## config.mk

```make
export PLATFORM = sky130hd
export DESIGN_NAME = pipe_hazard_ctrl
export DESIGN_NICKNAME = d
export VERILOG_FILES = /design/src/rtl/pipe_hazard_ctrl.sv
export SDC_FILE = /design/constraint.sdc
export NUM_CORES = 1
export LEC_CHECK = 0
export ABC_AREA = 1
export BUFFER_PORTS_ARGS = -buffer_cell sky130_fd_sc_hd__buf_2
export CORE_MARGIN = 3
export CORE_UTILIZATION = 43
export CTS_BUF_LIST = sky130_fd_sc_hd__clkbuf_8
export DETAILED_ROUTE_END_ITERATION = 10
export GPL_TIMING_DRIVEN = 0
export PLACE_DENSITY = 0.83
export SLEW_MARGIN = 20
export SYNTH_ARGS = -nofsm -noshare
export SYNTH_HDL_FRONTEND = slang
export SYNTH_SLANG_ARGS = --single-unit
```

## constraint.sdc

```tcl
create_clock -name clk -period 1.3 [get_ports clk]
set_input_delay 0.26 -clock clk [delete_from_list [all_inputs] [get_ports clk]]
set_output_delay 0.26 -clock clk [all_outputs]
set_load 0.01 [all_outputs]
```

## src/rtl/pipe_hazard_ctrl.sv

```systemverilog
// Central hazard controller for the 5-stage pipeline.
// Generates PC / pipeline-register enables and flushes for memory waits,
// taken branches, load-use and MD-unit stalls, and the EX forwarding selects.
// Optional feature macro: HAZ_PERF_EN adds stall_cycles / flush_cycles counters.
module pipe_hazard_ctrl #(
   parameter int unsigned MUL_CYCLES = 5,
   parameter int unsigned DIV_CYCLES = 10,
   parameter int unsigned CNT_W      = 4
) (
   input  logic       clk,
   input  logic       rst,
   input  logic [4:0] rs_id,
   input  logic [4:0] rt_id,
   input  logic       use_rs_id,
   input  logic       use_rt_id,
   input  logic       md_use_id,
   input  logic [4:0] rs_ex,
   input  logic [4:0] rt_ex,
   input  logic [4:0] rd_ex,
   input  logic       regwrite_ex,
   input  logic       memread_ex,
   input  logic       md_start_ex,
   input  logic       md_op_ex,
   input  logic       branch_taken_ex,
   input  logic [4:0] rd_mem,
   input  logic       regwrite_mem,
   input  logic       dmem_req_mem,
   input  logic       dmem_ack,
   input  logic [4:0] rd_wb,
   input  logic       regwrite_wb,
   output logic       pc_en,
   output logic       ifid_en,
   output logic       idex_en,
   output logic       exmem_en,
   output logic       memwb_en,
   output logic       ifid_flush,
   output logic       idex_flush,
   output logic       exmem_flush,
   output logic       memwb_flush,
   output logic [1:0] fwd_a,
   output logic [1:0] fwd_b,
`ifdef HAZ_PERF_EN
   output logic [31:0] stall_cycles,
   output logic [31:0] flush_cycles,
`endif
   output logic       md_busy
);

   typedef enum logic [0:0] {StRun, StMdBusy} state_e;

   localparam logic [CNT_W-1:0] MulLoad = CNT_W'(MUL_CYCLES - 1);
   localparam logic [CNT_W-1:0] DivLoad = CNT_W'(DIV_CYCLES - 1);

   state_e           state_q, state_d;
   logic [CNT_W-1:0] cnt_q, cnt_d;

   logic memwait, loaduse, mdstall, busy;

   assign busy    = (state_q == StMdBusy);
   assign memwait = dmem_req_mem & ~dmem_ack;
   assign loaduse = memread_ex & regwrite_ex & (rd_ex != 5'd0) &
                    ((use_rs_id & (rs_id == rd_ex)) | (use_rt_id & (rt_id == rd_ex)));
   assign mdstall = busy & md_use_id;

   // MEM result is newer than WB, so it wins when both match.
   function automatic logic [1:0] fwd_sel(input logic [4:0] src,
                                          input logic [4:0] mem_rd, input logic mem_we,
                                          input logic [4:0] wb_rd,  input logic wb_we);
      logic [1:0] sel;
      sel = 2'b00;
      if (mem_we && (mem_rd != 5'd0) && (mem_rd == src)) begin
         sel = 2'b10;
      end else if (wb_we && (wb_rd != 5'd0) && (wb_rd == src)) begin
         sel = 2'b01;
      end
      return sel;
   endfunction

   // Prioritised stall/flush decode; everything is held low while in reset.
   always_comb begin
      pc_en       = 1'b0;
      ifid_en     = 1'b0;
      idex_en     = 1'b0;
      exmem_en    = 1'b0;
      memwb_en    = 1'b0;
      ifid_flush  = 1'b0;
      idex_flush  = 1'b0;
      exmem_flush = 1'b0;
      memwb_flush = 1'b0;
      fwd_a       = 2'b00;
      fwd_b       = 2'b00;
      md_busy     = 1'b0;
      if (rst) begin
         md_busy = busy;
         fwd_a   = fwd_sel(rs_ex, rd_mem, regwrite_mem, rd_wb, regwrite_wb);
         fwd_b   = fwd_sel(rt_ex, rd_mem, regwrite_mem, rd_wb, regwrite_wb);
         if (memwait) begin
            // Freeze the front of the pipe, drain a bubble into WB.
            memwb_en    = 1'b1;
            memwb_flush = 1'b1;
         end else if (branch_taken_ex) begin
            pc_en      = 1'b1;
            ifid_en    = 1'b1;
            idex_en    = 1'b1;
            exmem_en   = 1'b1;
            memwb_en   = 1'b1;
            ifid_flush = 1'b1;
            idex_flush = 1'b1;
         end else if (loaduse || mdstall) begin
            // Hold IF/ID, inject a bubble into EX, let the back end advance.
            idex_en    = 1'b1;
            exmem_en   = 1'b1;
            memwb_en   = 1'b1;
            idex_flush = 1'b1;
         end else begin
            pc_en    = 1'b1;
            ifid_en  = 1'b1;
            idex_en  = 1'b1;
            exmem_en = 1'b1;
            memwb_en = 1'b1;
         end
      end
   end

   // MD sequencer next state: busy for counter value N-1 down to 0 inclusive.
   always_comb begin
      state_d = state_q;
      cnt_d   = cnt_q;
      unique case (state_q)
         StRun: begin
            if (md_start_ex && idex_en) begin
               state_d = StMdBusy;
               cnt_d   = md_op_ex ? DivLoad : MulLoad;
            end
         end
         StMdBusy: begin
            if (cnt_q == '0) begin
               state_d = StRun;
            end else begin
               cnt_d = cnt_q - 1'b1;
            end
         end
         default: state_d = StRun;
      endcase
   end

   // MD state and countdown registers.
   always_ff @(posedge clk or negedge rst) begin
      if (!rst) begin
         state_q <= StRun;
         cnt_q   <= '0;
      end else begin
         state_q <= state_d;
         cnt_q   <= cnt_d;
      end
   end

`ifdef HAZ_PERF_EN
   logic [31:0] stall_cycles_q, stall_cycles_d;
   logic [31:0] flush_cycles_q, flush_cycles_d;

   // Saturating event counters.
   always_comb begin
      stall_cycles_d = stall_cycles_q;
      flush_cycles_d = flush_cycles_q;
      if (!pc_en && (stall_cycles_q != 32'hFFFF_FFFF)) begin
         stall_cycles_d = stall_cycles_q + 32'd1;
      end
      if (ifid_flush && (flush_cycles_q != 32'hFFFF_FFFF)) begin
         flush_cycles_d = flush_cycles_q + 32'd1;
      end
   end

   // Counter registers, cleared and frozen by reset.
   always_ff @(posedge clk or negedge rst) begin
      if (!rst) begin
         stall_cycles_q <= '0;
         flush_cycles_q <= '0;
      end else begin
         stall_cycles_q <= stall_cycles_d;
         flush_cycles_q <= flush_cycles_d;
      end
   end

   assign stall_cycles = stall_cycles_q;
   assign flush_cycles = flush_cycles_q;
`endif

endmodule

```

== Yosys cells after proc, flatten, opt, wreduce, memory -nomap -nowiden ==
Index checks and enable logic that the tools add are counted.
Cells by class
  add/subtract/negate cells: 1
  eq/ne operators: 8
  mux-type cells: 30
  bitwise operators: 10
  reduce and logical (&&, ||, !) cells: 13
Operators by type and width (number)
  5-bit equality test: 6
  1-bit 2-to-1 mux: 21
  5-bit nonzero test: 3
  4-bit 2-to-1 mux: 3
  2-bit 2-to-1 mux: 4
  4-bit one-hot mux with 2 select lines: 1
  1-bit bitwise AND: 7
  1-bit logical AND: 7
  4-bit zero test: 1
  2-bit inequality test (second input constant): 2
  4-bit by 1-bit subtractor with 4-bit output (second input constant): 1
  1-bit inverter: 2
  1-bit one-hot mux with 2 select lines: 1
  2-bit AND reduction: 1
  1-bit logical OR: 1
  1-bit OR: 1
Storage, ports and cells
  register bits after elaboration: 5
  input port bits: 49
  output and inout bits: 14
  logic and storage cells: 64

== Longest topological paths before layout ==
Gate-level depths: netlist (run 1).
  depth after elaboration: 9
  mapped depth: 10

== Worst setup path before layout (run 1) ==
OpenSTA, ideal clock, no wires.
  path kind: in2out
  from: input port rt_id[0]
  to: output port pc_en
  arrival: 943 ps
  required time: 1040 ps
  slack: 97 ps
  stages on the path: 10
  buffers on the path: 1
  cells stage by stage: inv_1 -> nand2_1 -> nand2_1 -> nor2_1 -> nand3_1 -> nand2_1 -> nand2_1 -> nand3_1 -> nand2_1 -> buf_4
On the way
  longest elaborated chain between the ends: 9
RTL lines
  start, declared: RTL line 13  | input logic [4:0] rt_id,
  5-bit equality test: RTL line 62  | ((use_rs_id & (rs_id == rd_ex)) | (use_rt_id & (rt_id == rd_ex)));
  1-bit bitwise AND: RTL line 62
  1-bit OR: RTL line 62
  1-bit bitwise AND: RTL line 61  | assign loaduse = memread_ex & regwrite_ex & (rd_ex != 5'd0) &
  1-bit logical OR: RTL line 109  | end else if (loaduse || mdstall) begin
  1-bit 2-to-1 mux (4 in series)
  end, declared: RTL line 31  | output logic pc_en,
Every way passes these cells.

== Worst setup path after layout (run 1) ==
  from: input port rd_wb[2]
  to: output port fwd_a[0]
On the way
  longest elaborated chain between the ends: 6
  elaborated cells on any way between the ends: 7
RTL lines
  start, declared: RTL line 29  | input logic [4:0] rd_wb,
  5-bit nonzero test: RTL line 73  | end else if (wb_we && (wb_rd != 5'd0) && (wb_rd == src)) begin
  1-bit logical AND: RTL line 73
  1-bit logical AND (*): RTL line 73
  1-bit 2-to-1 mux (*): RTL line 73
  2-bit 2-to-1 mux (*): RTL line 71  | if (mem_we && (mem_rd != 5'd0) && (mem_rd == src)) begin
  2-bit 2-to-1 mux (*): RTL line 93  | if (rst) begin
  end, declared: RTL line 40  | output logic [1:0] fwd_a,
Every way passes the cells marked *; elsewhere a longest branch is shown, timed or not.

==> summary.txt, run 1 <==
Run status
  • Status: finished, violations left
  • Failing checks: setup timing

Place
  • Detail Placement HPWL: a little over 2000 um
  • Final RePlAce weighted congestion: between 0.7 and 0.8
  • IO Port Bufs: around 60

Clock network
  • CTS tree: done
  • Clock Sinks: 5
  • Latest clock arrival within the worst-skew pair: roughly 0.22 ns
  • Clk buf depth: 2
  • Clock root buffer: clkbuf_8
  • Clock transition at path regs: ~0.04 ns
  • H-Tree Depth: 1
  • TritonCTS Buffers: 3

GRT
  • GRT met2 Usage: 45.5%
  • Gr ovfl total: 0
  • M3 GR Usage: ~6.6%
  • GRT Resource Usage Total: 24.3%
  • Busiest layer in global routing: met2
  • Vias in the first global route: between 1000 and 1500
  • First-pass GRT wire length: 4990 um
  • Antenna violations before repair: 0
  • Largest net degree at the start of global routing: 7
  • M1 GR Usage: between 20% and 30%

Setup path
  • WP data required: about 1.0 ns
  • CP Class: in -> out
  • Arr. time, crit path: ~1.2 ns
  • Critical Path Source Type: primary input
  • Critical Path End Type: primary output
  • CP max FO: 3

Power
  • Switch share: 42.8%
  • Power Dens Cells: ~900 nW/um^2
  • Logic pwr share: approximately 59%
  • Net Switching: approximately 0.63 mW
  • Leakage power: 0.916 nW
  • Overall Power: roughly 1.5 mW
  • P_int: around 0.84 mW
  • Sequential share of power: ~22%
  • Clock power frac: 19.2%
  • Peak VDD IR: 1.28 mV

Logic synthesis
  • Syn Area/Cell: about 5.8 sq um
  • Seq cells post-synth: 5
  • Cell count after synthesis: 160
  • Mux share of post-synthesis cell area: 0%
  • Largest family of logic cells by synthesized area: simple AND/OR/NAND/NOR gates
  • Sequential share of the synthesized area: between 10% and 20%
  • Synth Area in Compound Gates: 6.78%
  • Cell Area, Synth: 923 sq um
  • Area share of fa/ha/maj cells after synthesis: roughly 2.7%
  • Synth warn: 0
  • Simple-gate share of the synthesized area: about 45%
  • Synth Area in XOR/XNOR: a little under a fifth
  • Syn nets: between 200 and 250
  • Post-synth cell types: 24

Floorplan
  • Top-level I/O count: 63
  • Die W: about 52 um
  • Die area: around 2700 sq um
  • Starting density of the core: a little under half
  • Die span in y: ~52 um
  • Site row count: 16
  • Core footprint: roughly 2000 sq um

Finish
  • Layout cell share with drive strength beyond 1: between 40% and 50%
  • Layout area overhead: 75.2%
  • Filler cells: roughly 130
  • Final Util: 80.8%
  • Final Net Count: about 280
  • # diodes: 0
  • Most used cells in the layout excluding fill and tap cells: nand2_1 (40), buf_2 (40), inv_1 (19)

STA
  • Final Critical Period: 1.48 ns
  • Fin. max-slew vios: 0
  • RSZ-0062 raised after global routing: true
  • Final Cycle Share: 114%
  • Clk_skew: 0.00462 ns
  • Hold Slack: 0.363 ns
  • Setup TNS: -0.584 ns
  • Setup violations, final: 6
  • Max Freq: between 600 and 700 MHz
  • Final Hold Vio Count: 0
  • PnR worst setup slack: -0.178 ns

Flow run
  • Max-Cap Viols: 0

Route
  • Routed WL: between 3000 and 4000 um
  • Via density: just under 5
  • Total vias in the final route: around 1300
  • DR DRC count: 0
  • Initial drt markers: 30
  • Antenna Nets Post-Route: 0
  • WL/cell: between 10 and 15 um
  • DR pass1 iterations: 4

Min path
  • Class of the worst hold path: in -> reg
==> final timing paths <==
kind,from,to,slack (ns),cells after the start
max reg2reg,cnt_q[0],cnt_q[2],0.05,7
min,md_start_ex,busy,0.36,3
min in group asynchronous,rst,cnt_q[1],0.45,2
min reg2reg,cnt_q[0],cnt_q[0],0.57,2
max,rd_wb[2],fwd_a[0],-0.18,7
max in group asynchronous,rst,busy,0.64,2
==> area by class of cell <==
cell class / count / area, sq um / area share [%]
Multi-Input combinational cell: 125 / 803 / 49.7
Timing Repair Buffer: 63 / 473 / 29.2
Sequential cell: 5 / 126 / 7.81
Inverter: 26 / 103 / 6.34
Clock buffer: 3 / 41.3 / 2.55
Buffer: 4 / 33.8 / 2.09
Tap cell: 27 / 33.8 / 2.09
Clock inverter: 1 / 3.75 / 0.232
==> stage by stage <==
step	std cells	instance area [sq um]	setup slack (ns)
2_1_floorplan	160	923	0.0972
3_3_place_gp	248	1260	-0.176
3_5_place_dp	248	1260	-0.198
4_1_cts	254	1480	-0.164
5_1_grt	254	1620	-0.248
6_report	254	1620	-0.178
==> kinds of logic after synthesis <==
group                    count (synthesis)
AND/OR/NAND/NOR                         92
buffers and inverters                   30
XOR/XNOR                                19
AO/OA/AOI/OAI                           11
flip-flops                               5
adder cells (fa/ha/maj)                  2
other                                    1
==> metal layers <==
metal / share of wire [%] / up-vias
li1: - / 625
met1: 37 / 534
met2: 52 / 82
met3: 9.4 / 10
met4: 1.9 / 0
met5: 0 / -
==> synthesized netlist by cell type, drive strengths merged <==
master,number,area [sq um]
inv,26,97.6
nor2,24,109
nand4,3,18.8
o21ai,5,25.0
xnor2,7,61.3
ha,2,25.0
o22ai,1,6.26
buf,4,30.0
xor2,12,105
nand2,51,194
conb,1,3.75
a21oi,4,20.0
a21boi,1,11.3
dfrtp,5,125
nor3b,1,12.5
nand3,7,47.6
nor4,1,6.26
nor3,5,25.0
==> worst max-delay path, stage by stage <==
cell	delay [ns]
buf_6	0.11
xnor2_2	0.16
o21ai_1	0.10
nor3_1	0.17
nand4_1	0.13
nor2_1	0.13
buf_2	0.15
==> state kept, by name, indices dropped and copies added (netlist names) <==
name,cells
cnt_q,4
busy,1
==> power by group through the flow <==
stage	sequential [mW]	clock [mW]	combinational, mW
3_3_place_gp	0.322	0	0.704
3_5_place_dp	0.328	0	0.719
5_1_grt	0.342	0.298	0.955
2_1_floorplan	0.305	0	0.497
4_1_cts	0.326	0.278	0.788
6_report	0.328	0.282	0.860
==> repair_timing <==
item                                    4_1_cts  5_1_grt
endpoints found under the setup margin        6       10
endpoints found under the hold margin         5        0
setup buffers                                 1        0
hold buffers                                  1        0
pin swaps                                    22       28
resized for setup                            39       38
No activity file was read; power rests on OpenSTA's default activity.
==> inputs of run 2 (changes only) <==
==> config.mk (replaced) <==
export PLATFORM = sky130hd
export DESIGN_NAME = pipe_hazard_ctrl
export DESIGN_NICKNAME = d
export VERILOG_FILES = /design/src/rtl/pipe_hazard_ctrl.sv
export SDC_FILE = /design/constraint.sdc
export NUM_CORES = 1
export LEC_CHECK = 0
export ABC_AREA = 1
export CORE_MARGIN = 3
export CORE_UTILIZATION = 62
export DETAILED_ROUTE_END_ITERATION = 10
export DONT_BUFFER_PORTS = 1
export GPL_TIMING_DRIVEN = 0
export PLACE_DENSITY = 0.78
export SLEW_MARGIN = 20
export SYNTH_ARGS = -nofsm -noshare
export SYNTH_HDL_FRONTEND = slang
export SYNTH_SLANG_ARGS = --single-unit
==> run 2 against run 1 <==
- the run still ends with setup timing left
- critical path type is now reg -> out
- setup slack improved by 0.17 ns
- register-to-register slack improved by 0.04 ns
- final cell count down 28%
- global-route usage shrank 2.4 points
- via count fell by 22%
- clock-buffer cell count grew 1
- critical path depth is 3 lower
- largest cell class unchanged
- largest power group unchanged
- first-iteration DRC count is 17% lower
- non-clock buffer count shrank 60
- die area shrank 27%
- clock skew is 0.0042 ns higher
==> summary.txt, run 2 (synthesis results as in run 1) <==
Route
  • Routed WL: approximately 2400 um
  • Antenna Nets Post-Route: 0
  • Via density: ~5.4
  • Initial drt markers: 25
  • DR pass1 iterations: 4
  • DR DRC count: 0
  • Total vias in the final route: a little under 1000
  • WL/cell: about 13 um

Clock network
  • H-Tree Depth: 1
  • TritonCTS Buffers: 3
  • Latest clock arrival within the worst-skew pair: roughly 0.25 ns
  • Clock Sinks: 5
  • Clock root buffer: clkbuf_4
  • Clock transition at path regs: approximately 0.050 ns
  • Clk buf depth: 2
  • CTS tree: done

Floorplan
  • Site row count: 13
  • Die W: around 45 um
  • Top-level I/O count: between 60 and 70
  • Die area: between 1500 and 2000 sq um
  • Core footprint: 1350 sq um
  • Starting density of the core: 68.4%
  • Die span in y: around 45 um

Power
  • Peak VDD IR: around 1.1 mV
  • Leakage power: 0.572 nW
  • Power Dens Cells: ~1200 nW/um^2
  • Net Switching: 0.550 mW
  • Clock power frac: 15.8%
  • P_int: roughly 0.66 mW
  • Overall Power: roughly 1.2 mW
  • Switch share: approximately 45%
  • Sequential share of power: between 20% and 30%
  • Logic pwr share: 57.9%

Finish
  • Design Area, Final: between 1000 and 1500 sq um
  • Layout area overhead: 12.2%
  • Biggest register: cnt_q
  • Layout cell share with drive strength beyond 1: around a fifth
  • Commonest non-fill, non-tap cell in the layout: nand2_1
  • Number of flip-flops in the largest register: 4
  • Final Util: between 70% and 80%
  • Non-Filler Instances: about 180
  • # diodes: 0
  • Most used cells in the layout excluding fill and tap cells: nand2_1 (45), nor2_1 (21), inv_1 (19)
  • Final Net Count: 219

STA
  • Final Hold Vio Count: 0
  • PnR worst setup slack: -0.00806 ns
  • Max Freq: between 700 and 800 MHz
  • Clk_skew: between 0.008 and 0.009 ns
  • Setup TNS: -0.00806 ns
  • Hold Slack: roughly 0.20 ns
  • Final Critical Period: 1.31 ns
  • Fin. max-slew vios: 0
  • RSZ-0062 raised after global routing: true
  • Final Cycle Share: 101%
  • Setup violations, final: 1

Place
  • Placed Cells incl. Taps: around 180
  • IO Port Bufs: 0
  • Detail Placement HPWL: between 1500 and 2000 um
  • Post-Place Cell Area: about 940 sq um
  • Final RePlAce weighted congestion: 0.826
  • Worst slack at placement: -0.0744 ns

GRT
  • First-pass GRT wire length: 3210 um
  • Vias in the first global route: 837
  • Gr ovfl total: 0
  • Largest net degree at the start of global routing: 7
  • Antenna violations before repair: 0
  • GRT Resource Usage Total: about 22%

Flow run
  • Max-Cap Viols: 0

Setup path
  • Critical Path Source Type: flip-flop
  • CP Class: reg -> out
  • WP data required: ~1.0 ns
  • Arr. time, crit path: between 1 and 1.5 ns
  • CP max FO: 3
  • Critical Path End Type: primary output

Min path
  • Class of the worst hold path: in -> reg

Run status
  • Status: finished, violations left
  • Failing checks: setup timing
[run 2: cell count changes in the layout (fill, tap and decap cells not counted), moves of 3 or more]
| cell | before | now |
|---|---|---|
| buf_2 | 40 | 0 |
| buf_6 | 15 | 1 |
| buf_8 | 6 | 0 |
| clkbuf_4 | 0 | 3 |
| clkbuf_8 | 3 | 0 |
| nand2_1 | 40 | 45 |
| nand2_2 | 11 | 6 |
| nor2_1 | 14 | 21 |
| nor2_2 | 7 | 2 |
| xnor2_1 | 2 | 7 |
| xnor2_2 | 4 | 0 |
[run 2: final timing paths]
| path | startpoint | end | slack (ns) | depth (start not counted) |
|---|---|---|---|---|
| min reg2reg | cnt_q[0] | cnt_q[0] | 0.58 | 2 |
| max in group asynchronous | rst | busy | 0.79 | 1 |
| min in group asynchronous | rst | cnt_q[2] | 0.30 | 1 |
| min | md_start_ex | busy | 0.20 | 2 |
| max | busy | pc_en | -0.008 | 4 |
| max reg2reg | cnt_q[0] | cnt_q[0] | 0.09 | 6 |
[run 2: area by class of cell]
type / count / area [sq um]
Buffer: 4 / 33.8
Clock buffer: 4 / 26.3
Fill cell: 114 / 314
Inverter: 26 / 97.6
Multi-Input combinational cell: 125 / 708
Sequential cell: 5 / 126
Tap cell: 15 / 18.8
Timing Repair Buffer: 3 / 25.0
[run 2: repair_timing]
item,CTS,global route
pin swaps,0,4
gates resized for setup,3,9
buffers inserted,0,2
hold endpoints to repair,5,0
hold buffers,1,0
setup endpoints to repair,2,9
[run 2: critical path, cell delays in order, from the launching register on]
cell and delay, ns:
dfrtp_2 0.42, nand2_2 0.08, nand3_2 0.08, nand2_2 0.11, buf_6 0.11
[run 2: power by group through the flow]
stage                     clock [mW]  combinational, mW  sequential, mW
final                          0.191              0.702           0.319
after global placement             0              0.558           0.320
after floorplan                    0              0.497           0.305
after global routing           0.203              0.783           0.331
after detailed placement           0              0.580           0.326
after CTS                      0.194              0.594           0.326
[run 2: layer usage]
metal / track usage [%] / vias to the layer above / wire length (um)
met4: 9.04 / 0 / 39
met3: 5.69 / 7 / 274
met5: 0 / - / 0
met2: 42.1 / 61 / 1320
met1: 21.7 / 413 / 764
li1: - / 500 / -
==> inputs of run 3 (changes only) <==
--- a/config.mk
+++ b/config.mk
@@ -7,11 +7,11 @@
 export LEC_CHECK = 0
 export ABC_AREA = 1
 export CORE_MARGIN = 3
-export CORE_UTILIZATION = 62
+export CORE_UTILIZATION = 66
 export DETAILED_ROUTE_END_ITERATION = 10
 export DONT_BUFFER_PORTS = 1
 export GPL_TIMING_DRIVEN = 0
-export PLACE_DENSITY = 0.78
+export PLACE_DENSITY = 0.82
 export SLEW_MARGIN = 20
 export SYNTH_ARGS = -nofsm -noshare
 export SYNTH_HDL_FRONTEND = slang
==> constraint.sdc (replaced) <==
create_clock -name clk -period 1.6 [get_ports clk]
set_input_delay 0.32 -clock clk [delete_from_list [all_inputs] [get_ports clk]]
set_output_delay 0.32 -clock clk [all_outputs]
set_load 0.01 [all_outputs]
==> run 3 against run 2 <==
- the flow now finishes without violations
- final cell count shrank 1.6%
- clock skew decreased by 0.0074 ns
- sequential share of layout area is 0.72 points higher
- critical path type unchanged
- sequential power down 16%
- sequential cell count did not move
- register-to-register slack improved by 0.23 ns
- setup slack better by 0.15 ns
- via count did not move
- design area shrank 5.6%
- critical path depth stayed put
==> summary.txt, run 3 (synthesis results as in run 1) <==
Min path
  • Worst Hold End: busy
  • Hold path cells: 2
  • Class of the worst hold path: in -> reg
  • Hold wc startpoint: md_start_ex

Setup path
  • Reg2reg path depth: 7
  • Critical path's top delay family: flip-flops
  • Critical R2R Launch: cnt_q[0]
  • Internal reg-to-reg setup slack: about 0.32 ns
  • Arr. time, crit path: roughly 1.1 ns
  • Slowest-stage cell, CP: dfrtp_2
  • CP Cell Sequence: nand2_1, nand3_1, nand2_1, buf_4
  • RR Endpoint: cnt_q[0]
  • Slowest stage delay, CP: between 0.4 and 0.5 ns
  • Critical Path Source Type: flip-flop
  • Critical Path End Type: primary output
  • CP Class: reg -> out
  • Buf+Inv Stages, Crit Path: 1
  • CP max FO: 6
  • CP most frequent cell: nand2_1
  • WP data required: around 1.3 ns

Finish
  • Commonest non-fill, non-tap cell in the layout: nand2_1
  • Non-Filler Instances: roughly 180
  • Number of flip-flops in the largest register: 4
  • Area of the multi-input gates: 671 sq um
  • Filler cells: between 80 and 90
  • Reg area: between 100 and 150 sq um
  • Layout area overhead: 5.96%
  • Final Util: about four fifths
  • Biggest register: cnt_q
  • Layout cell share with drive strength beyond 1: around 13%
  • # diodes: 0
  • Final Net Count: approximately 220
  • Most used cells in the layout excluding fill and tap cells: nand2_1 (50), nor2_1 (22), inv_1 (19)

GRT
  • M3 GR Usage: between 10 and 15%
  • Vias in the first global route: 960
  • GRT Resource Usage Total: approximately 28%
  • Gr ovfl total: 0
  • GRT met2 Usage: 49.6%
  • First-pass GRT wire length: ~3900 um
  • Largest net degree at the start of global routing: 7
  • Busiest layer in global routing: met2
  • M1 GR Usage: between 20% and 30%
  • Antenna violations before repair: 0

Place
  • Placed Cells incl. Taps: ~170
  • Detail Placement HPWL: between 1500 and 2000 um
  • Final RePlAce weighted congestion: between 0.9 and 1
  • IO Port Bufs: 0
  • Worst slack at placement: ~0.15 ns

STA
  • Fin. max-slew vios: 0
  • Slew headroom: a little over three fifths
  • Clk_skew: ~0.0014 ns
  • RSZ-0062 raised after global routing: false
  • PnR worst setup slack: approximately 0.14 ns
  • Worst slew pin tran: 0.547 ns
  • Setup TNS: 0 ns
  • Final Critical Period: between 1 and 1.5 ns
  • Setup violations, final: 0
  • Max Freq: roughly 690 MHz
  • Final Hold Vio Count: 0
  • Final Cycle Share: between 90% and 100%

Power
  • Sequential share of power: between 20 and 30%
  • Leakage power: 0.559 nW
  • Clock power frac: between 15 and 20%
  • Logic pwr share: 53.3%
  • Peak VDD IR: 0.836 mV
  • P_int: slightly below 0.5 mW
  • Power Dens Cells: ~940 nW/um^2
  • Switch share: about 46%
  • Net Switching: between 0.4 and 0.5 mW

Route
  • DR DRC count: 0
  • Antenna Nets Post-Route: 0
  • DR pass1 iterations: 4
  • Via density: about 5.5
  • WL/cell: between 10 and 15 um
  • Total vias in the final route: ~980
  • Initial drt markers: 27
  • Routed WL: 2360 um

Clock network
  • Clock root buffer: clkbuf_4
  • Clock transition at path regs: around 0.050 ns
  • CTS tree: done
  • TritonCTS Buffers: 3
  • H-Tree Depth: 1
  • Post-CTS Setup Inserts: 0
  • Latest clock arrival within the worst-skew pair: 0.26 ns
  • Clock Sinks: 5
  • Clk buf depth: 2

Run status
  • Status: complete, no violations

Flow run
  • Max-Cap Viols: 0

Floorplan
  • Die W: between 40 and 50 um
  • Site row count: 12
  • Die area: between 1500 and 2000 sq um
  • Starting density of the core: around 77%
  • Core footprint: 1200 sq um
  • Top-level I/O count: 63
  • Die span in y: ~43 um
[run 3: cell types whose count changed in the layout (fill, tap and decap cells not counted), moves of 2 or more]
cell,before,now
nand2_1,45,50
nand2_2,6,1
nand3_1,4,6
nand3_2,2,0
[run 3: per-stage QoR]
| stage | instance area, sq um | power, mW | hold slack (ns) |
|---|---|---|---|
| after CTS | 977 | 0.903 | 0.271 |
| after global placement | 941 | 0.708 | 0.0246 |
| after global routing | 978 | 1.02 | 0.261 |
| final | 978 | 0.917 | 0.268 |
| after detailed placement | 941 | 0.733 | 0.0246 |
| after floorplan | 923 | 0.652 | 0.0244 |
[run 3: how the worst max path moves through the flow]
stage	from	to	slack [ns]	depth (start not counted)
floorplan	rt_id[0]	pc_en	0.28	10
global placement	rd_mem[1]	fwd_a[1]	0.15	5
detailed placement	rd_mem[1]	fwd_a[1]	0.15	5
CTS	busy	pc_en	0.13	4
global route	rd_mem[0]	fwd_a[1]	0.04	5
finish	busy	pc_en	0.14	4
[run 3: per-layer routing]
layer  vias to the layer above  part of all wire, %
met5                         -                    0
met4                         0                  1.8
met2                        54                   52
met3                         4                   12
met1                       423                   34
li1                        500                    -
[run 3: power groups by stage]
| stage | combinational [mW] | sequential, mW | clock, mW |
|---|---|---|---|
| final | 0.489 | 0.267 | 0.162 |
| after global routing | 0.562 | 0.281 | 0.175 |
| after CTS | 0.483 | 0.262 | 0.158 |
| after detailed placement | 0.471 | 0.263 | 0 |
| after global placement | 0.450 | 0.258 | 0 |
| after floorplan | 0.404 | 0.248 | 0 |
[run 3: repair_timing]
action / 4_1_cts / 5_1_grt
hold buffers: 1 / 0
resized for setup: 0 / 1
endpoints found under the hold margin: 5 / 0
setup endpoints to repair: 0 / 1
[run 3: worst reg2reg max path: cells and delay by family (launching register included)]
kind	cells	cell delay (ns)
compound gates	1	0.05
flops	1	0.39
fa+ha+maj	1	0.16
simple gates	4	0.45
buf+inv	1	0.12
[run 3: final cells by class]
class,instances,area share [%]
clock buffers,4,2.69
flip-flops and latches,5,12.9
well taps,14,1.79
multi-input cells,125,68.5
repair buffers,1,1.02
inverters,26,9.97
plain buffers,4,3.07
